## src/rtl/proc_sequencer.sv

```systemverilog
// Instruction sequencer for the 4-register datapath: queues 10-bit instruction words in a FIFO
// and issues each one as a 1- or 3-step Moore-decoded control sequence.
module proc_sequencer #(
  parameter int unsigned DEPTH = 4,
  parameter int unsigned CW    = 3
) (
  input  logic          clk,
  input  logic          rst_n,
  input  logic [9:0]    instr,
  input  logic          instr_valid,
  output logic          instr_ready,
  output logic [CW-1:0] instr_count,
  output logic          busy,
  output logic          done,
  output logic          err,
  output logic          data_out,
  output logic [3:0]    R_in,
  output logic [3:0]    R_out,
  output logic          AddSub,
  output logic          Rh_in,
  output logic          Rl_in,
  output logic          Rl_out,
  output logic          AS_enable,
  output logic          XOR_enable,
  output logic [1:0]    sel
);

  localparam int unsigned AW = (DEPTH > 1) ? $clog2(DEPTH) : 1;

  typedef enum logic [1:0] {StIdle, StS1, StS2, StS3} state_e;

  state_e          state_q, state_d;
  logic [9:0]      ir_q, ir_d;
  logic [9:0]      mem_q [DEPTH];
  logic [9:0]      mem_d [DEPTH];
  logic [AW-1:0]   wptr_q, wptr_d, rptr_q, rptr_d;
  logic [CW-1:0]   count_q, count_d;
  logic            full, empty, push, pop;

  logic [3:0] func;
  logic [2:0] rx, ry;
  logic       is_load, is_move, is_add, is_sub, is_xor, is_alu;
  logic       illegal, three_step, last_step;

  function automatic logic [3:0] onehot(input logic [2:0] n);
    return 4'b0001 << n[1:0];
  endfunction

  assign full  = (count_q == CW'(DEPTH));
  assign empty = (count_q == '0);
  assign push  = instr_valid & ~full;

  assign func = ir_q[9:6];
  assign rx   = ir_q[5:3];
  assign ry   = ir_q[2:0];

  assign is_load = (func == 4'b0001);
  assign is_move = (func == 4'b0010);
  assign is_add  = (func == 4'b0011);
  assign is_sub  = (func == 4'b0100);
  assign is_xor  = (func == 4'b0101);
  assign is_alu  = is_add | is_sub | is_xor;

  // Only operands the instruction actually uses can make it illegal.
  assign illegal    = (is_load & rx[2]) | ((is_move | is_alu) & (rx[2] | ry[2]));
  assign three_step = is_alu & ~illegal;
  assign last_step  = (state_q == StIdle) | (state_q == StS3) |
                      ((state_q == StS1) & ~three_step);

  always_comb begin
    state_d = state_q;
    ir_d    = ir_q;
    pop     = 1'b0;
    if (last_step) begin
      if (!empty) begin
        pop     = 1'b1;
        ir_d    = mem_q[rptr_q];
        state_d = StS1;
      end else begin
        state_d = StIdle;
      end
    end else if (state_q == StS1) begin
      state_d = StS2;
    end else begin
      state_d = StS3;
    end
  end

  always_comb begin
    mem_d = mem_q;
    if (push) mem_d[wptr_q] = instr;
    wptr_d  = wptr_q + AW'(push);
    rptr_d  = rptr_q + AW'(pop);
    count_d = count_q + CW'(push) - CW'(pop);
  end

  always_ff @(posedge clk or negedge rst_n) begin
    if (!rst_n) begin
      state_q <= StIdle;
      ir_q    <= '0;
      mem_q   <= '{default: '0};
      wptr_q  <= '0;
      rptr_q  <= '0;
      count_q <= '0;
    end else begin
      state_q <= state_d;
      ir_q    <= ir_d;
      mem_q   <= mem_d;
      wptr_q  <= wptr_d;
      rptr_q  <= rptr_d;
      count_q <= count_d;
    end
  end

  assign instr_ready = ~full;
  assign instr_count = count_q;
  assign busy        = (state_q != StIdle);

  always_comb begin
    done       = 1'b0;
    err        = 1'b0;
    data_out   = 1'b0;
    R_in       = '0;
    R_out      = '0;
    AddSub     = 1'b0;
    Rh_in      = 1'b0;
    Rl_in      = 1'b0;
    Rl_out     = 1'b0;
    AS_enable  = 1'b0;
    XOR_enable = 1'b0;
    sel        = 2'b00;
    unique case (state_q)
      StIdle: ;
      StS1: begin
        if (illegal) begin
          err  = 1'b1;
          done = 1'b1;
        end else if (is_load) begin
          data_out = 1'b1;
          R_in     = onehot(rx);
          done     = 1'b1;
        end else if (is_move) begin
          R_in  = onehot(rx);
          R_out = onehot(ry);
          done  = 1'b1;
        end else if (is_alu) begin
          R_out = onehot(rx);
          Rh_in = 1'b1;
        end else begin
          done = 1'b1;
        end
      end
      StS2: begin
        R_out = onehot(ry);
        Rl_in = 1'b1;
      end
      StS3: begin
        Rl_out = 1'b1;
        R_in   = onehot(rx);
        done   = 1'b1;
      end
    endcase
    // ALU mode lines are held across all three steps of a legal ALU op.
    if ((state_q != StIdle) && three_step) begin
      AddSub     = is_sub;
      AS_enable  = is_add | is_sub;
      XOR_enable = is_xor;
      sel        = is_sub ? 2'b01 : (is_xor ? 2'b10 : 2'b00);
    end
  end

endmodule

```

## config.mk

```make
export PLATFORM = sky130hd
export DESIGN_NAME = proc_sequencer
export DESIGN_NICKNAME = d
export VERILOG_FILES = /design/src/rtl/proc_sequencer.sv
export SDC_FILE = /design/constraint.sdc
export NUM_CORES = 1
export LEC_CHECK = 0
export CAP_MARGIN = 20
export CORE_MARGIN = 4
export CORE_UTILIZATION = 45
export CTS_CLUSTER_SIZE = 25
export DETAILED_ROUTE_END_ITERATION = 12
export HOLD_SLACK_MARGIN = 0.06
export PLACE_DENSITY = 0.65
export SLEW_MARGIN = 10
export SYNTH_ARGS = -nofsm -noshare
export SYNTH_HDL_FRONTEND = slang
export SYNTH_SLANG_ARGS = --single-unit
export TNS_END_PERCENT = 20
```

## constraint.sdc

```tcl
create_clock -name clk -period 6.2 [get_ports clk]
set_input_delay 1.24 -clock clk [delete_from_list [all_inputs] [get_ports clk]]
set_output_delay 1.24 -clock clk [all_outputs]
set_load 0.01 [all_outputs]
```

==> results of run 1 <==
==> through the flow <==
step	instances	power (uW)	hold WS, ns	utilization	setup slack, ns
after floorplan	216	1510	0.459	-	3.39
after global placement	317	1730	0.469	0.528	2.89
after detailed placement	317	1760	0.478	0.528	2.85
after CTS	332	2080	0.493	0.556	2.48
after global routing	332	2220	0.507	0.556	2.26
final	332	2050	0.487	0.556	2.46
==> worst max path at each step <==
stage / start / end / slack [ns] / depth (start not counted)
2_1_floorplan: ir_q[8]$_DFFE_PN0P_ / R_in[2] / 3.39 / 5
3_3_place_gp: ir_q[6]$_DFFE_PN0P_ / R_in[2] / 2.89 / 5
3_5_place_dp: ir_q[6]$_DFFE_PN0P_ / R_in[2] / 2.85 / 5
4_1_cts: ir_q[6]$_DFFE_PN0P_ / R_in[2] / 2.48 / 5
5_1_grt: ir_q[6]$_DFFE_PN0P_ / R_in[2] / 2.26 / 5
6_report: ir_q[6]$_DFFE_PN0P_ / R_in[2] / 2.46 / 5
==> registers in the layout, summed over array words and instances, names as in the netlist <==
register	count
ir_q	10
wptr_q	2
rptr_q	2
instr_count	3
state_q	2
mem_q	40
==> cell families after synthesis <==
group / synth area share
muxes: 0.272
DFF: 0.491
and+or+nand+nor: 0.103
buffers and inverters: 0.0395
AOI/OAI and AO/OA: 0.0408
adders and majority gates: 0.0399
xor gates and xnor gates: 0.0146
==> routing by layer <==
layer | vias up | share of wire | track usage | wire (um)
li1 | 857 | - | - | -
met1 | 889 | 0.50 | 0.205 | 2700
met2 | 32 | 0.47 | 0.220 | 2540
met3 | 2 | 0.032 | 0.0301 | 176
met4 | 0 | 0.0061 | 0.0613 | 33
met5 | - | 0 | 0 | 0
==> power groups by stage <==
stage	clock network [uW]	logic, uW	registers [uW]
2_1_floorplan	0	825	687
3_3_place_gp	0	940	793
3_5_place_dp	0	958	799
4_1_cts	323	960	792
5_1_grt	346	1050	826
6_report	316	945	791
==> cell type report <==
type / instances / area share
sequential: 59 / 0.414
tap: 77 / 0.0270
clock inverter: 2 / 0.00280
inverter: 11 / 0.0116
timing repair buffer: 37 / 0.102
clock buffer: 13 / 0.0473
multi-input combinational: 133 / 0.396
==> cell usage in the layout, fill, tap and decap left out, drive strengths merged, types with 3 or more instances in the layout <==
| cell type | instances |
|---|---|
| a21oi | 4 |
| and2 | 4 |
| clkbuf | 13 |
| clkdlybuf4s50 | 35 |
| dfrtp | 59 |
| ha | 8 |
| inv | 11 |
| mux2 | 50 |
| mux4 | 10 |
| nand2b | 3 |
| nand3b | 3 |
| nand4 | 4 |
| nor2 | 4 |
| nor2b | 3 |
| nor3 | 5 |
| nor3b | 3 |
| o21ai | 4 |
| xor2 | 3 |
==> cell usage after synthesis (3+ instances only) <==
cell type,count
a21oi_1,3
and2_1,4
buf_4,5
clkbuf_1,5
dfrtp_1,59
ha_1,8
inv_1,10
mux2_1,22
mux2_2,20
mux2_4,8
mux4_2,10
nand4_1,4
nor2_1,4
nor2b_1,3
nor3_1,4
nor3b_1,3
xor2_1,3
==> critical path: stages (launching register included) <==
cell and delay, ns:
dfrtp_1 0.51, a211o_1 0.34, a31oi_2 0.36, a21oi_1 0.18, nor3b_1 0.22, clkdlybuf4s50_1 0.57
==> out/results.txt, run 1 <==
Status = finished, final reports clean
Vias in the first global route = 1810
Max-Cap Viols = 0
Iter 0 DRT Violations = 100
Clock power frac = 0.154
Core area = 0.00642 mm^2
Slew Viols, Final = 0
Startpoint type of the worst setup path = flip-flop
PD cells = 575 mW/mm^2
Die Width = 89.8 um
Main area contributors after synthesis = dfrtp_1 (49%), mux2_1 (8.2%), mux2_2 (7.5%)
First-pass GRT wire length = 9400 um
Placed Area = 0.00339 mm^2
Drt total wl = 5440 um
Sw Pwr = 708 uW
Reg2reg setup slack = 2.98 ns
Antenna violations before repair = 0
Max Fanout on Critical Path = 10
Seq pwr share = 0.386
Fin crit period = 3.74 ns
Sw frac = 0.345
Overall routing resource usage = 0.146
VDD IR max = 0.243 mV
CTS Sinks = 59
Ys Warns = 0
Cells after synthesis = 216
Setup Buffers After CTS = 0
Synth cell types = 50
Post-CTS Resized = 0
Hold buffer count at cts = 0
#FFs+latches synth = 59
Register Area = 0.00148 mm^2
Detailed-route via count = 1780
Combinational power share = 0.461
CP required = 4.96 ns
Prevailing post-synth register cell = dfrtp_1
Largest net degree at the start of global routing = 60
Detail Placement HPWL = 3750 um
Final setup fails = 0
Maximum clock rate = 268 MHz
Post-DRT Antenna Nets = 0
Setup_tns = 0 ns
Reg-to-reg endpoint = instr_count[2]$_DFF_PN0_
Critical Path AT = 2.50 ns
Period utilization = 0.603
# H-tree levels = 3
Layout cell share with drive strength beyond 1 = 0.243
Hold depth = 1
Register area share after synthesis = 0.491
Area of the multi-input gates = 0.00141 mm^2
Clock transition at the registers of the reported paths = 0.07 ns
Root Driver = clkbuf_8
Die area = 0.00806 mm^2
Detailed Routing Iterations Pass 1 = 4
Synth Cell Area = 0.00301 mm^2
Hold worst-path end = mem_q[12]$_DFFE_PN0P_
CTS max path bufs = 2
Synth area leader = dfrtp_1
Initial core utilization = 0.469
Int Pwr = 1340 uW
RR Startpoint = ir_q[8]$_DFFE_PN0P_
Share of the synthesized area in the top cell type = 0.491
Worst Path Class, Setup = reg2out
Fin area = 0.00357 mm^2
Final Net Count = 273
FFs w/ async S/R, synth = 1.00
Leak = 0.00152 uW
# diodes = 0
Avg Inst Size Synth = 13.9 um^2
Remaining DRCs = 0
Worst-margin pin slew = 0.752 ns
Gp weighted congestion = 0.876
Rel. slew slack = 0.499
GRT overflow = 0
Unrepaired setup endpoints after global routing = no
Hold path start = mem_q[12]$_DFFE_PN0P_
Wire per inst = 16.4 um
Hold Violations, Final = 0
Clk_lat worst skew = 0.32 ns
Via density per instance = 5.36
Row cnt = 29
Tightest Hold Check Type = reg2reg
Worst Setup End Kind = output pin
TritonCTS clock tree = done
Die Y = 89.8 um
Port-buffer cells = 36
Number of synthesized flops with an enable pin = 0
FF-to-FF path depth = 10
Syn_nets = 238
I/O Pins = 37
Clk_skew = 0.0109 ns
Filler instances = 545
Area delta synth->final = 18.6%
Num CTS Buffers = 9
Note: power is estimated with default switching activity, not from simulation.
==> inputs of run 2 (changes only) <==
Settings changed: PLACE_DENSITY 0.65 to 0.67.
Clock period 6.2 ns to 3.3 ns, I/O delays scaled along.
==> out/results.txt, run 2 (synthesis gave the netlist of run 1 again) <==
Layout cell share with drive strength beyond 1 = 0.244
Detail Placement HPWL = 3720 um
Die area = 0.00806 mm^2
Vias in the first global route = 1777
Tightest Hold Check Type = in2async
Startpoint type of the worst setup path = flip-flop
CTS max path bufs = 2
Gp weighted congestion = 0.861
VDD IR max = 0.459 mV
Worst Setup End Kind = output pin
RR Startpoint = ir_q[8]$_DFFE_PN0P_
Worst-margin pin slew = 0.719 ns
Root Driver = clkbuf_8
I/O Pins = 37
FF-to-FF path depth = 10
Setup Buffers After CTS = 0
TritonCTS clock tree = done
Remaining DRCs = 0
Post-DRT Antenna Nets = 0
Most flops, register = mem_q
Reg2reg setup slack = 0.74 ns
Crit-path cells = nor4b_1, o21ai_0, or2_0, a31oi_1, clkdlybuf4s50_1
Initial core utilization = 0.469
CP required = 2.64 ns
Iter 0 DRT Violations = 55
Rel. slew slack = 0.521
Hold buffer count at cts = 0
Worst Path Class, Setup = reg2out
Placement Setup Slack = 0.533 ns
Area delta synth->final = 19.6%
Wire per inst = 15.6 um
Max Fanout on Critical Path = 10
Critical Path AT = 2.37 ns
Setup_tns = 0 ns
Clock transition at the registers of the reported paths = 0.06 ns
Hold Violations, Final = 0
Port-buffer cells = 36
Routing usage on met3 = 0.0342
Largest register FFs = 40
Final setup margin = 0.273 ns
Commonest non-fill, non-tap cells in the layout = dfrtp_1 (59), clkdlybuf4s50_1 (35), mux2_1 (22), mux2_2 (20), clkbuf_8 (11)
PD cells = 1070 mW/mm^2
Die Width = 89.8 um
# diodes = 0
Met1 Use GR = 0.184
First-pass GRT wire length = 8990 um
Commonest non-fill, non-tap cell in the layout = dfrtp_1
Maximum clock rate = 330 MHz
Status = finished, final reports clean
Period utilization = 0.917
Die Y = 89.8 um
Clk_skew = 0.00635 ns
Drt total wl = 5210 um
GRT overflow = 0
Slew Viols, Final = 0
Most used routing layer = met2
Overall routing resource usage = 0.140
Final setup fails = 0
Fin crit period = 3.03 ns
Met2 GRT Util = 0.215
Core area = 0.00642 mm^2
CTS Sinks = 59
Antenna violations before repair = 0
Reg-to-reg endpoint = instr_count[2]$_DFF_PN0_
Final Net Count = 275
Unrepaired setup endpoints after global routing = no
Largest net degree at the start of global routing = 47
Crit path largest cell delay = 0.56 ns
Detailed-route via count = 1831
Row cnt = 29
Leak = 0.00154 uW
Detailed Routing Iterations Pass 1 = 4
Num CTS Buffers = 9
# H-tree levels = 3
Critical path's slowest cell = clkdlybuf4s50_1
Max-Cap Viols = 0
Clk_lat worst skew = 0.33 ns
Via density per instance = 5.47
Setup crit start = ir_q[6]$_DFFE_PN0P_
run 2: changes by cell type in the layout (fill, tap and decap cells not counted), sizes merged:
| cell | before | now |
|---|---|---|
| buf | 2 | 4 |
| clkbuf | 13 | 14 |
run 2: worst max path at each step:
| stage | to | slack (ns) | cells after the start |
|---|---|---|---|
| finish | R_out[3] | 0.27 | 5 |
| global route | R_out[3] | 0.03 | 5 |
| detailed placement | R_in[2] | 0.53 | 5 |
| global placement | R_in[2] | 0.57 | 5 |
| floorplan | instr_count[2]$_DFF_PN0_ | 0.59 | 13 |
| CTS | R_in[2] | 0.16 | 5 |
run 2: final cells by class:
cell class,count,area [um^2]
flip-flops and latches,59,1480
well taps,77,96.3
inverters,11,41.3
fillers,530,2820
clock buffers,14,163
clock inverters,2,10.0
repair buffers,39,390
multi-input cells,133,1420
run 2: worst max-delay path, delay by kind of cell, from the launching register on:
family,cells,cell delay (ns)
and+or+nand+nor,2,0.66
buffers and inverters,1,0.56
DFF,1,0.50
AOI/OAI and AO/OA,2,0.32
run 2: layer usage:
layer | part of all wire | up-vias
li1 | - | 864
met1 | 0.47 | 922
met2 | 0.46 | 36
met3 | 0.040 | 9
met4 | 0.021 | 0
met5 | 0 | -
run 2: timing repair:
action | 4_1_cts | 5_1_grt
gates resized for setup | 0 | 1
endpoints found under the hold margin | 0 | 0
setup endpoints to repair | 0 | 1
run 2: power breakdown:
part	internal [uW]	switching [uW]
Sequential	1120	369
Combinational	1100	701
Clock	312	262
Total	2530	1330
run 2: through the flow:
step                       util  cell area [um^2]  hold WS (ns)  instances  power, uW
after floorplan               -              3010         0.364        216       2840
final                     0.560              3600         0.273        335       3860
after CTS                 0.556              3570         0.490        334       3890
after global placement    0.529              3400         0.469        318       3260
after detailed placement  0.529              3400         0.477        318       3310
after global routing      0.560              3600         0.310        335       4170
